$ cat src/rtl/mic_frame_reader.sv
// mic_frame_reader: read-side controller for the mic sample store.
// Accepts a frame request, pulses the store's read-start, then registers
// the contiguous burst from q_a into an indexed valid/last stream. Samples
// whose read address was stolen by a write are flagged and counted.
module mic_frame_reader #(
    parameter int MAW    = 10,
    parameter int RD_LAT = 2,
    parameter int DW     = 18,
    parameter int ECW    = 8
) (
    input  logic           clk,
    input  logic           rst_n,
    input  logic           frame_req,
    input  logic [3:0]     sel_addr_wth,
    input  logic [DW-1:0]  q_a,
    input  logic           wr_mic_en,
    output logic           rd_mic_start,
    output logic           busy,
    output logic [DW-1:0]  sample_out,
    output logic           sample_valid,
    output logic           sample_last,
    output logic [MAW-1:0] sample_idx,
    output logic           sample_err,
    output logic           frame_done,
    output logic [ECW-1:0] frame_err_cnt
);

    typedef enum logic [2:0] {IDLE, START, WAIT, STREAM, DONE} state_t;

    // Index/length are one bit wider than the address so N = 2^MAW is representable.
    localparam int NW  = MAW + 1;
    // WAIT counts 0 .. RD_LAT-2.
    localparam int WCW = (RD_LAT > 2) ? $clog2(RD_LAT - 1) : 1;

    state_t           state_q, state_d;
    logic             pending_q, pending_d;
    logic             armed_q, armed_d;
    logic             wr_dly_q, wr_dly_d;
    logic [WCW-1:0]   wait_q, wait_d;
    logic [NW-1:0]    n_q, n_d;
    logic [NW-1:0]    cnt_q, cnt_d;
    logic             rd_start_q, rd_start_d;
    logic [DW-1:0]    out_q, out_d;
    logic             valid_q, valid_d;
    logic             last_q, last_d;
    logic [MAW-1:0]   idx_q, idx_d;
    logic             err_q, err_d;
    logic             done_q, done_d;
    logic [ECW-1:0]   err_cnt_q, err_cnt_d;

    logic             go_start;
    int               w;
    logic [NW-1:0]    n_new;

    // Next-state and registered-output computation for the frame FSM.
    always_comb begin
        state_d    = state_q;
        pending_d  = pending_q;
        armed_d    = 1'b1;
        wr_dly_d   = wr_mic_en;
        wait_d     = wait_q;
        n_d        = n_q;
        cnt_d      = cnt_q;
        rd_start_d = 1'b0;
        out_d      = out_q;
        valid_d    = 1'b0;
        last_d     = 1'b0;
        idx_d      = '0;
        err_d      = 1'b0;
        done_d     = 1'b0;
        err_cnt_d  = err_cnt_q;
        go_start   = 1'b0;

        // Frame size is clamped to the store's address width.
        if (int'(sel_addr_wth) > MAW) w = MAW;
        else                          w = int'(sel_addr_wth);
        n_new = NW'(1) << w;

        case (state_q)
            IDLE: begin
                // armed_q keeps a request coinciding with reset release from being taken.
                if (armed_q && (frame_req || pending_q)) begin
                    go_start  = 1'b1;
                    pending_d = 1'b0;
                end
            end
            START: begin
                pending_d = pending_q | frame_req;
                wait_d    = '0;
                state_d   = (RD_LAT > 1) ? WAIT : STREAM;
            end
            WAIT: begin
                pending_d = pending_q | frame_req;
                if (wait_q == WCW'(RD_LAT - 2)) state_d = STREAM;
                else                            wait_d  = wait_q + 1'b1;
            end
            STREAM: begin
                pending_d = pending_q | frame_req;
                if (last_q) begin
                    // Last sample is on the outputs this cycle; close the frame.
                    state_d = DONE;
                    done_d  = 1'b1;
                end else begin
                    out_d   = q_a;
                    valid_d = 1'b1;
                    idx_d   = cnt_q[MAW-1:0];
                    last_d  = (cnt_q == n_q - 1'b1);
                    // The write that stole this sample's address happened one cycle earlier.
                    err_d   = wr_dly_q;
                    if (wr_dly_q && (err_cnt_q != '1)) err_cnt_d = err_cnt_q + 1'b1;
                    cnt_d   = cnt_q + 1'b1;
                end
            end
            DONE: begin
                // A request arriving in DONE is still a busy-time request.
                pending_d = frame_req;
                if (pending_q) go_start = 1'b1;
                else           state_d  = IDLE;
            end
            default: state_d = IDLE;
        endcase

        if (go_start) begin
            state_d    = START;
            rd_start_d = 1'b1;
            n_d        = n_new;
            cnt_d      = '0;
            err_cnt_d  = '0;
        end
    end

    // State and output registers; reset aborts any frame in flight.
    always_ff @(posedge clk or negedge rst_n) begin
        if (!rst_n) begin
            state_q    <= IDLE;
            pending_q  <= 1'b0;
            armed_q    <= 1'b0;
            wr_dly_q   <= 1'b0;
            wait_q     <= '0;
            n_q        <= '0;
            cnt_q      <= '0;
            rd_start_q <= 1'b0;
            out_q      <= '0;
            valid_q    <= 1'b0;
            last_q     <= 1'b0;
            idx_q      <= '0;
            err_q      <= 1'b0;
            done_q     <= 1'b0;
            err_cnt_q  <= '0;
        end else begin
            state_q    <= state_d;
            pending_q  <= pending_d;
            armed_q    <= armed_d;
            wr_dly_q   <= wr_dly_d;
            wait_q     <= wait_d;
            n_q        <= n_d;
            cnt_q      <= cnt_d;
            rd_start_q <= rd_start_d;
            out_q      <= out_d;
            valid_q    <= valid_d;
            last_q     <= last_d;
            idx_q      <= idx_d;
            err_q      <= err_d;
            done_q     <= done_d;
            err_cnt_q  <= err_cnt_d;
        end
    end

    assign busy          = (state_q != IDLE);
    assign rd_mic_start  = rd_start_q;
    assign sample_out    = out_q;
    assign sample_valid  = valid_q;
    assign sample_last   = last_q;
    assign sample_idx    = idx_q;
    assign sample_err    = err_q;
    assign frame_done    = done_q;
    assign frame_err_cnt = err_cnt_q;

endmodule

$ cat config.mk
export PLATFORM = sky130hd
export DESIGN_NAME = mic_frame_reader
export DESIGN_NICKNAME = d
export VERILOG_FILES = /design/src/rtl/mic_frame_reader.sv
export SDC_FILE = /design/constraint.sdc
export NUM_CORES = 1
export LEC_CHECK = 0
export CAP_MARGIN = 15
export CORE_MARGIN = 3
export CORE_UTILIZATION = 55
export DETAILED_ROUTE_END_ITERATION = 16
export GPL_TIMING_DRIVEN = 0
export PLACE_DENSITY = 0.82
export SYNTH_ARGS = -nofsm -noshare
export SYNTH_HDL_FRONTEND = slang
export SYNTH_SLANG_ARGS = --single-unit
$ cat constraint.sdc
create_clock -name clk -period 6.65 [get_ports clk]
set_clock_uncertainty 0.15 [all_clocks]
set_input_delay 1.33 -clock clk [delete_from_list [all_inputs] [get_ports clk]]
set_output_delay 1.33 -clock clk [all_outputs]
set_load 0.1 [all_outputs]
# --- Word level (Yosys, flattened, before mapping) ---
# Index checks and enable logic that the tools add are counted.
op_classes:
  n_reduce_logical: 15
  n_eq_ne: 12
  magnitude_cmp: 1
  addsub: 4
  shifts: 1
  bitwise_logic: 2
  muxes: 31
ops:
  columns: ["operator", "count"]
  rows:
  - ["two-way mux 11 bit", 3]
  - ["two-way mux 8 bit", 4]
  - ["<< shifter 1 x 32 -> 11 bit (first input constant)", 1]
  - ["two-way mux 10 bit", 2]
  - ["case mux 3 bit (5 select lines)", 1]
  - ["two-way mux 1 bit", 13]
  - ["two-way mux 3 bit", 4]
  - ["adder 11 x 1 -> 11 bit (second input constant)", 1]
  - ["== test 11 bit", 1]
  - ["subtractor 11 x 1 -> 11 bit (second input constant)", 1]
  - ["inequality test 3 bit (second input constant)", 3]
  - ["adder 8 x 1 -> 8 bit (second input constant)", 1]
  - ["inequality test 8 bit (second input constant)", 1]
  - ["== test 3 x 2 -> 1 bit (second input constant)", 2]
  - ["AND reduction 2 bit", 3]
  - ["nonzero test 2 bit", 3]
  - ["nonzero test 3 bit", 2]
  - ["> comparator 4 bit (second input constant)", 1]
  - ["two-way mux 4 bit", 1]
  - ["inequality test 2 bit (second input constant)", 2]
  - ["case mux 1 bit (2 select lines)", 2]
  - ["AND reduction 4 bit", 1]
  - ["== test 3 x 1 -> 1 bit (second input constant)", 1]
  - ["== test 3 bit (second input constant)", 1]
  - ["10 further kinds", 11]
totals:
  register_bits: 70
  output_inout_bits: 42

# --- Logic depth before layout (Yosys ltp) ---
# Gate-level depths: netlist of the first run.
depth:
  word_depth: 6
  depth_mapped: 7

# --- Least setup slack after synthesis of the first run ---
# OpenSTA, ideal clock, no wires.
synth_timing:
  kind: "in2reg"
  from: "in frame_req"
  to: "reg n_q[1]"
  path_slack_ps: 4005
  n_path_buf: 0
  path_stages: 4
  arrival_ps: 2412
  setup_ps: 83
  cell_sequence: "a21oi_1 or4_1 or4_1 o21ai_0"
synth_between:
  elab_chain_cells: 4
synth_rtl:
  columns: ["element", "line", "source"]
  rows:
  - ["start: declaration", "13", "input logic frame_req,"]
  - ["logical OR 1 bit", "82", "if (armed_q && (frame_req || pending_q)) begin"]
  - ["logical AND 1 bit", "82", null]
  - ["two-way mux 1 bit", "82", null]
  - ["case mux 1 bit (2 select lines)", "79", "case (state_q)"]
  - ["end signal: assignment", "156", "n_q <= n_d;"]
  - ["end: declaration", "40", "logic [NW-1:0] n_q, n_d;"]
# No other way between the ends.
# A chain may end at the register's enable or synchronous reset.

# --- Worst setup path after layout of the first run ---
layout_timing:
  from: "reg state_q[1]"
  to: "out busy"
layout_between:
  elab_chain_cells: 1
layout_rtl:
  columns: ["element", "line", "source"]
  rows:
  - ["start: declaration", "35", "state_t state_q, state_d;"]
  - ["start signal: assignment", "151", "state_q <= state_d;"]
  - ["nonzero test 3 bit", "169", "assign busy = (state_q != IDLE);"]
  - ["end: declaration", "18", "output logic busy,"]
# No other way between the ends.

==> results of run 1 <==
-- final cells by class --
| cell class | count | share of cell area |
|---|---|---|
| Clock inverter | 4 | 0.0118 |
| Sequential cell | 69 | 0.417 |
| Tap cell | 72 | 0.0218 |
| Multi-Input combinational cell | 199 | 0.331 |
| Buffer | 11 | 0.0148 |
| Timing Repair Buffer | 67 | 0.162 |
| Inverter | 10 | 0.00907 |
| Clock buffer | 12 | 0.0327 |
-- per-layer routing --
metal / vias to the layer above / GRT usage / share of wire
met2: 67 / 0.351 / 0.50
met4: 0 / 0.0997 / 0.010
met1: 1143 / 0.289 / 0.44
met5: - / 0 / 0
met3: 9 / 0.0456 / 0.045
li1: 1167 / - / -
-- flip-flops by register name, indices dropped and copies added, names as in the netlist, 3 cells and up --
register / count
sample_idx: 10
sample_out: 18
n_q: 11
cnt_q: 11
frame_err_cnt: 8
state_q: 3
-- worst max-delay path, cell delays in order, from the launching register on --
cell and delay (ns):
dfrtp_1 0.42, nor2_1 0.11, nand2_1 0.08, clkdlybuf4s50_1 1.12
-- worst paths after layout --
path                             from  slack (ns)          end
max                        state_q[1]        3.09         busy
min                         pending_q        0.35    pending_q
max reg2reg                    n_q[0]        4.20  sample_last
min reg2reg                 pending_q        0.35    pending_q
max in group asynchronous       rst_n        4.85       n_q[2]
min in group asynchronous       rst_n        0.94   state_q[2]
-- cells in the mapped netlist (all sizes together) (5+ instances only) --
cell type | instances | share of area
inv | 10 | 0.012
xor2 | 11 | 0.030
nand2b | 5 | 0.0098
dfrtp | 69 | 0.54
nor2 | 21 | 0.025
nand3 | 7 | 0.011
a21oi | 5 | 0.0078
and2 | 12 | 0.024
buf | 8 | 0.015
nand2 | 28 | 0.033
o21ai | 14 | 0.022
mux2 | 20 | 0.071
nand4 | 5 | 0.0098
nor3 | 10 | 0.017
xnor2 | 16 | 0.044
-- logic make-up (layout without fill, tap and decap cells) --
logic type | count (synthesis) | after routing | synth area share
compound gates | 40 | 40 | 0.0901
xor+xnor | 27 | 27 | 0.0740
buf+inv | 21 | 104 | 0.0309
mux | 21 | 21 | 0.0736
flops | 69 | 69 | 0.541
other cells | 1 | 1 | 0.00117
fa+ha+maj | 3 | 3 | 0.0118
simple gates | 107 | 107 | 0.178
-- metrics by stage --
stage / worst slack [ns] / area (sq um) / util / hold slack [ns] / cells
floorplan: 4.01 / 3190 / - / 0.311 / 289
global placement: 1.87 / 3960 / 0.710 / 0.334 / 428
detailed placement: 3.31 / 3950 / 0.709 / 0.333 / 428
CTS: 3.09 / 4140 / 0.742 / 0.351 / 444
global route: 2.96 / 4140 / 0.742 / 0.368 / 444
finish: 3.09 / 4140 / 0.742 / 0.351 / 444
-- power groups by stage --
stage	sequential [uW]	combinational, uW	clock (uW)
final	429	88.9	324
after global placement	437	88.8	0
after detailed placement	437	89.7	0
after floorplan	481	7.19	0
after CTS	429	89.8	329
after global routing	430	93.1	352
==> results.md, run 1 <==
* Total Routing Usage GR at 0.220
* RSZ-0062 raised after global routing: false
* Die footprint at 6760 sq um
* # rows at 27
* Routed Antenna Nets at 0
* Final Slew Violations at 0
* Relative slew margins at 0.323
* Layout cells sized above 1 at 0.132
* CP required at 5.17 ns
* Worst vdd ir at 0.123 mV
* Switching Fraction at 0.256
* Commonest non-fill, non-tap cell in the layout: dfrtp_1
* DP Wirelength at 4780 microns
* Combinational Power Share at 0.106
* Ys async rst share at 1.00
* DR vias at 2386
* Number of synthesized flops with an enable pin at 0
* Routed WL at 6580 microns
* Commonest cells after routing, fill and taps aside: dfrtp_1, clkdlybuf4s50_1, nand2_1, nor2_1, mux2_2
* H-tree depth at 3
* Netlist Area Pre-Place at 3190 sq um
* Max Cap Viol at 0
* Top_reg_cell synth: dfrtp_1
* Hold path cells at 2
* Final GP Congestion at 0.852
* CTS tree: yes
* Post-synthesis sequential area ratio at 0.541
* Clk slew on worst S/H paths at 0.07 ns
* Ys Warns at 0
* Cell variety after synth at 48
* Least-Margin Pin Slew at 1.01 ns
* PortBufs at 67
* Synthesized net count at 318
* Syn Area/Cell at 11.1 sq um
* First-pass GRT wire length at 11200 microns
* Post-CTS sizing at 0
* Layout area overhead at 29.5%
* Reg2reg path depth at 7
* Fmax at 281 MHz
* Post-layout minimum cycle time at 3.56 ns
* Clock power share at 0.385
* Total grt overflow at 0
* Die X at 82.2 microns
* Fin Setup TNS at 0 ns
* Endpoints failing setup at 0
* Initial DRC count at 127
* Io pins at 68
* Setup CP Type: reg -> out
* PwrDens at 204 nW/um^2
* CTS sink cnt at 69
* Final nets at 396
* Crit-path max FO at 7
* Die Ht at 82.2 microns
* Vias in the first global route at 2290
* Initial Util at 0.573
* Area of the multi-input gates at 1370 sq um
* Diodes inserted at 0
* HP Class: reg -> reg
* Final clock period utilization by the worst path at 0.535
* Vias per cell at 5.37
* Internal power of the cells at 626 uW
* Root buf cell: clkbuf_8
* Fillers at 406
* Clock Latency Late Sink at 0.34 ns
* Core Area at 5570 sq um
* Total power at 842 uW
* Critical Path End Type: primary output
* Largest net degree at the start of global routing at 70
* Drt wl/cell at 14.8 microns
* CP startpoint kind: flip-flop
* Drt drc at 0
* Worst Path Arrival at 2.08 ns
* Seq cells post-synth at 69
* Setup Buffers After CTS at 0
* Hold Buf Count CTS at 0
* Detailed Routing Iterations Pass 1 at 4
* Status: finished, final reports clean
* Total CTS buffers at 9
* Leakage at 0.00174 uW
* Seq pwr share at 0.510
* Antenna violations before repair at 0
* Longest Clk Path Bufs at 2
* FF/Latch Area at 1730 sq um
* Cells after Synth at 289
* Net Switching at 216 uW
* Final hold violations at 0
Note: power is estimated with default switching activity, not from simulation.
==> run 2: changes to the inputs <==
--- a/config.mk
+++ b/config.mk
@@ -7,10 +7,10 @@
 export LEC_CHECK = 0
 export CAP_MARGIN = 15
 export CORE_MARGIN = 3
-export CORE_UTILIZATION = 55
+export CORE_UTILIZATION = 46
 export DETAILED_ROUTE_END_ITERATION = 16
 export GPL_TIMING_DRIVEN = 0
-export PLACE_DENSITY = 0.82
+export PLACE_DENSITY = 0.73
 export SYNTH_ARGS = -nofsm -noshare
 export SYNTH_HDL_FRONTEND = slang
 export SYNTH_SLANG_ARGS = --single-unit
==> constraint.sdc (replaced) <==
create_clock -name clk -period 2.99 [get_ports clk]
set_clock_uncertainty 0.15 [all_clocks]
set_input_delay 0.598 -clock clk [delete_from_list [all_inputs] [get_ports clk]]
set_output_delay 0.598 -clock clk [all_outputs]
set_load 0.1 [all_outputs]
==> run 2 against run 1 <==
Effect of this change: non-clock buffer count did not move; power rose by 120%; combinational power rose by 120%; setup slack lost 2.9 ns.
==> results.md, run 2 (synthesis gave the netlist of run 1 again) <==
* CP required at 2.24 ns (-2.93 ns)
* Final clock period utilization by the worst path at 0.939
* Routed Antenna Nets at 0 (unchanged)
* CTS sink cnt at 69 (unchanged)
* Clk slew on worst S/H paths at 0.07 ns (about the same)
* Hold Buf Count CTS at 0 (unchanged)
* Fmax at 356 MHz
* Layout area overhead at 29.6% (about the same)
* Max Cap Viol at 0 (unchanged)
* Core Area at 6530 sq um (+17%)
* Drt wl/cell at 14.7 microns (-1.0%)
* Least-Margin Pin Slew at 0.993 ns (-0.0189 ns)
* H-tree depth at 3 (unchanged)
* First-pass GRT wire length at 11200 microns (about the same)
* Total Routing Usage GR at 0.183 (-0.0376)
* DR vias at 2387 (+0.042%)
* Total CTS buffers at 9 (unchanged)
* Commonest cells after routing, fill and taps aside: dfrtp_1, clkdlybuf4s50_1, nand2_1, nor2_1, mux2_2
* Io pins at 68 (unchanged)
* CP startpoint kind: flip-flop
* Relative slew margins at 0.336 (+0.0126)
* Die footprint at 7980 sq um (+18%)
* Finished Cell Area at 4140 sq um (about the same)
* Total grt overflow at 0 (unchanged)
* Antenna violations before repair at 0 (unchanged)
* PwrDens at 449 nW/um^2 (+120%)
* HP Class: in -> async
* Clock Latency Late Sink at 0.34 ns (about the same)
* Die X at 89.3 microns (+8.7%)
* Vias in the first global route at 2364 (+3.2%)
* Final hold violations at 0 (unchanged)
* Critical Path Sink: busy
* Post-CTS sizing at 0 (unchanged)
* Detailed Routing Iterations Pass 1 at 4 (unchanged)
* Longest Clk Path Bufs at 2 (unchanged)
* Drt drc at 0 (unchanged)
* Status: finished, final reports clean
* # rows at 29 (+7.4%)
* Final nets at 396 (unchanged)
* CP Launch Point: state_q[1]
* Layout cells sized above 1 at 0.135 (+0.00305)
* Critical Path End Type: primary output
* Final Slew Violations at 0 (unchanged)
* Commonest non-fill, non-tap cell in the layout: dfrtp_1
* Initial DRC count at 106 (-17%)
* Core Util, Final at 0.634 (-0.108)
* PortBufs at 67 (unchanged)
* Final GP Congestion at 0.832 (-2.3%)
* Diodes inserted at 0 (unchanged)
* Vias per cell at 5.33 (-0.85%)
* Routed WL at 6580 microns (-0.11%)
* Setup Buffers After CTS at 0 (unchanged)
* Worst vdd ir at 0.218 mV (+78%)
* Initial Util at 0.489 (-0.0840)
* Largest net degree at the start of global routing at 70 (unchanged)
* Max reg flops at 18 (unchanged)
* Reg-to-reg startpoint: n_q[0]
* Root buf cell: clkbuf_8
* DP Wirelength at 4750 microns (-0.62%)
* Die Ht at 89.3 microns (+8.7%)
* Reg2reg path depth at 7 (unchanged)
* Endpoints failing setup at 0 (unchanged)
* Worst R2R Setup Slack at 0.53 ns (-3.67 ns)
* Worst r2r dst: sample_last
* Leakage at 0.00174 uW (-0.14%)
* CTS tree: yes
* Post-layout minimum cycle time at 2.81 ns
* RSZ-0062 raised after global routing: false
* Worst Path Arrival at 2.06 ns (-0.02 ns)
* Setup CP Type: reg -> out
* Placed Area at 3960 sq um (+0.16%)
* Crit-path max FO at 7 (unchanged)
==> run 2: report_power, final <==
group | switching (uW) | internal, uW | total (uW)
Combinational | 136 | 60.6 | 197
Clock | 331 | 376 | 707
Sequential | 6.77 | 947 | 954
==> run 2: final cells by class <==
type	instances	area, sq um
inverters	10	37.5
clock buffers	10	128
well taps	77	96.3
repair buffers	67	668
plain buffers	11	61.3
flip-flops and latches	69	1730
multi-input cells	199	1370
clock inverters	5	52.6
fillers	505	2390
==> run 2: worst min-delay path by stage <==
stage	startpoint	end	slack (ns)	cells past startpoint
after global routing	rst_n	pending_q	0.28	1
after CTS	rst_n	pending_q	0.24	1
after detailed placement	sample_out[3]	sample_out[3]	0.34	1
after floorplan	rst_n	armed_q	0.15	0
after global placement	pending_q	pending_q	0.34	2
final	rst_n	pending_q	0.21	1
==> run 2: metrics by stage <==
step / hold WS [ns] / power, uW / std cells / setup TNS [ns] / worst slack [ns]
3_5_place_dp: 0.344 / 1170 / 433 / 0 / 0.391
5_1_grt: 0.277 / 1930 / 448 / 0 / 0.0775
4_1_cts: 0.245 / 1880 / 448 / 0 / 0.165
3_3_place_gp: 0.339 / 1170 / 433 / -77.66 / -1.13
2_1_floorplan: 0.152 / 1090 / 289 / 0 / 0.677
6_report: 0.212 / 1860 / 448 / 0 / 0.183
==> run 2: worst max-delay path: stages, from the launching register on <==
cell and delay (ns):
dfrtp_1 0.42, nor2_1 0.11, nand2_1 0.07, clkdlybuf4s50_1 1.12
==> run 2: layer usage <==
layer  GRT usage  wire [microns]  share of wire  vias up
met5           0               0              0        -
met4      0.0568              96          0.015        0
met3      0.0516             279          0.042       13
met2       0.297            3280           0.50       57
met1       0.238            2920           0.44     1156
li1            -               -              -     1161
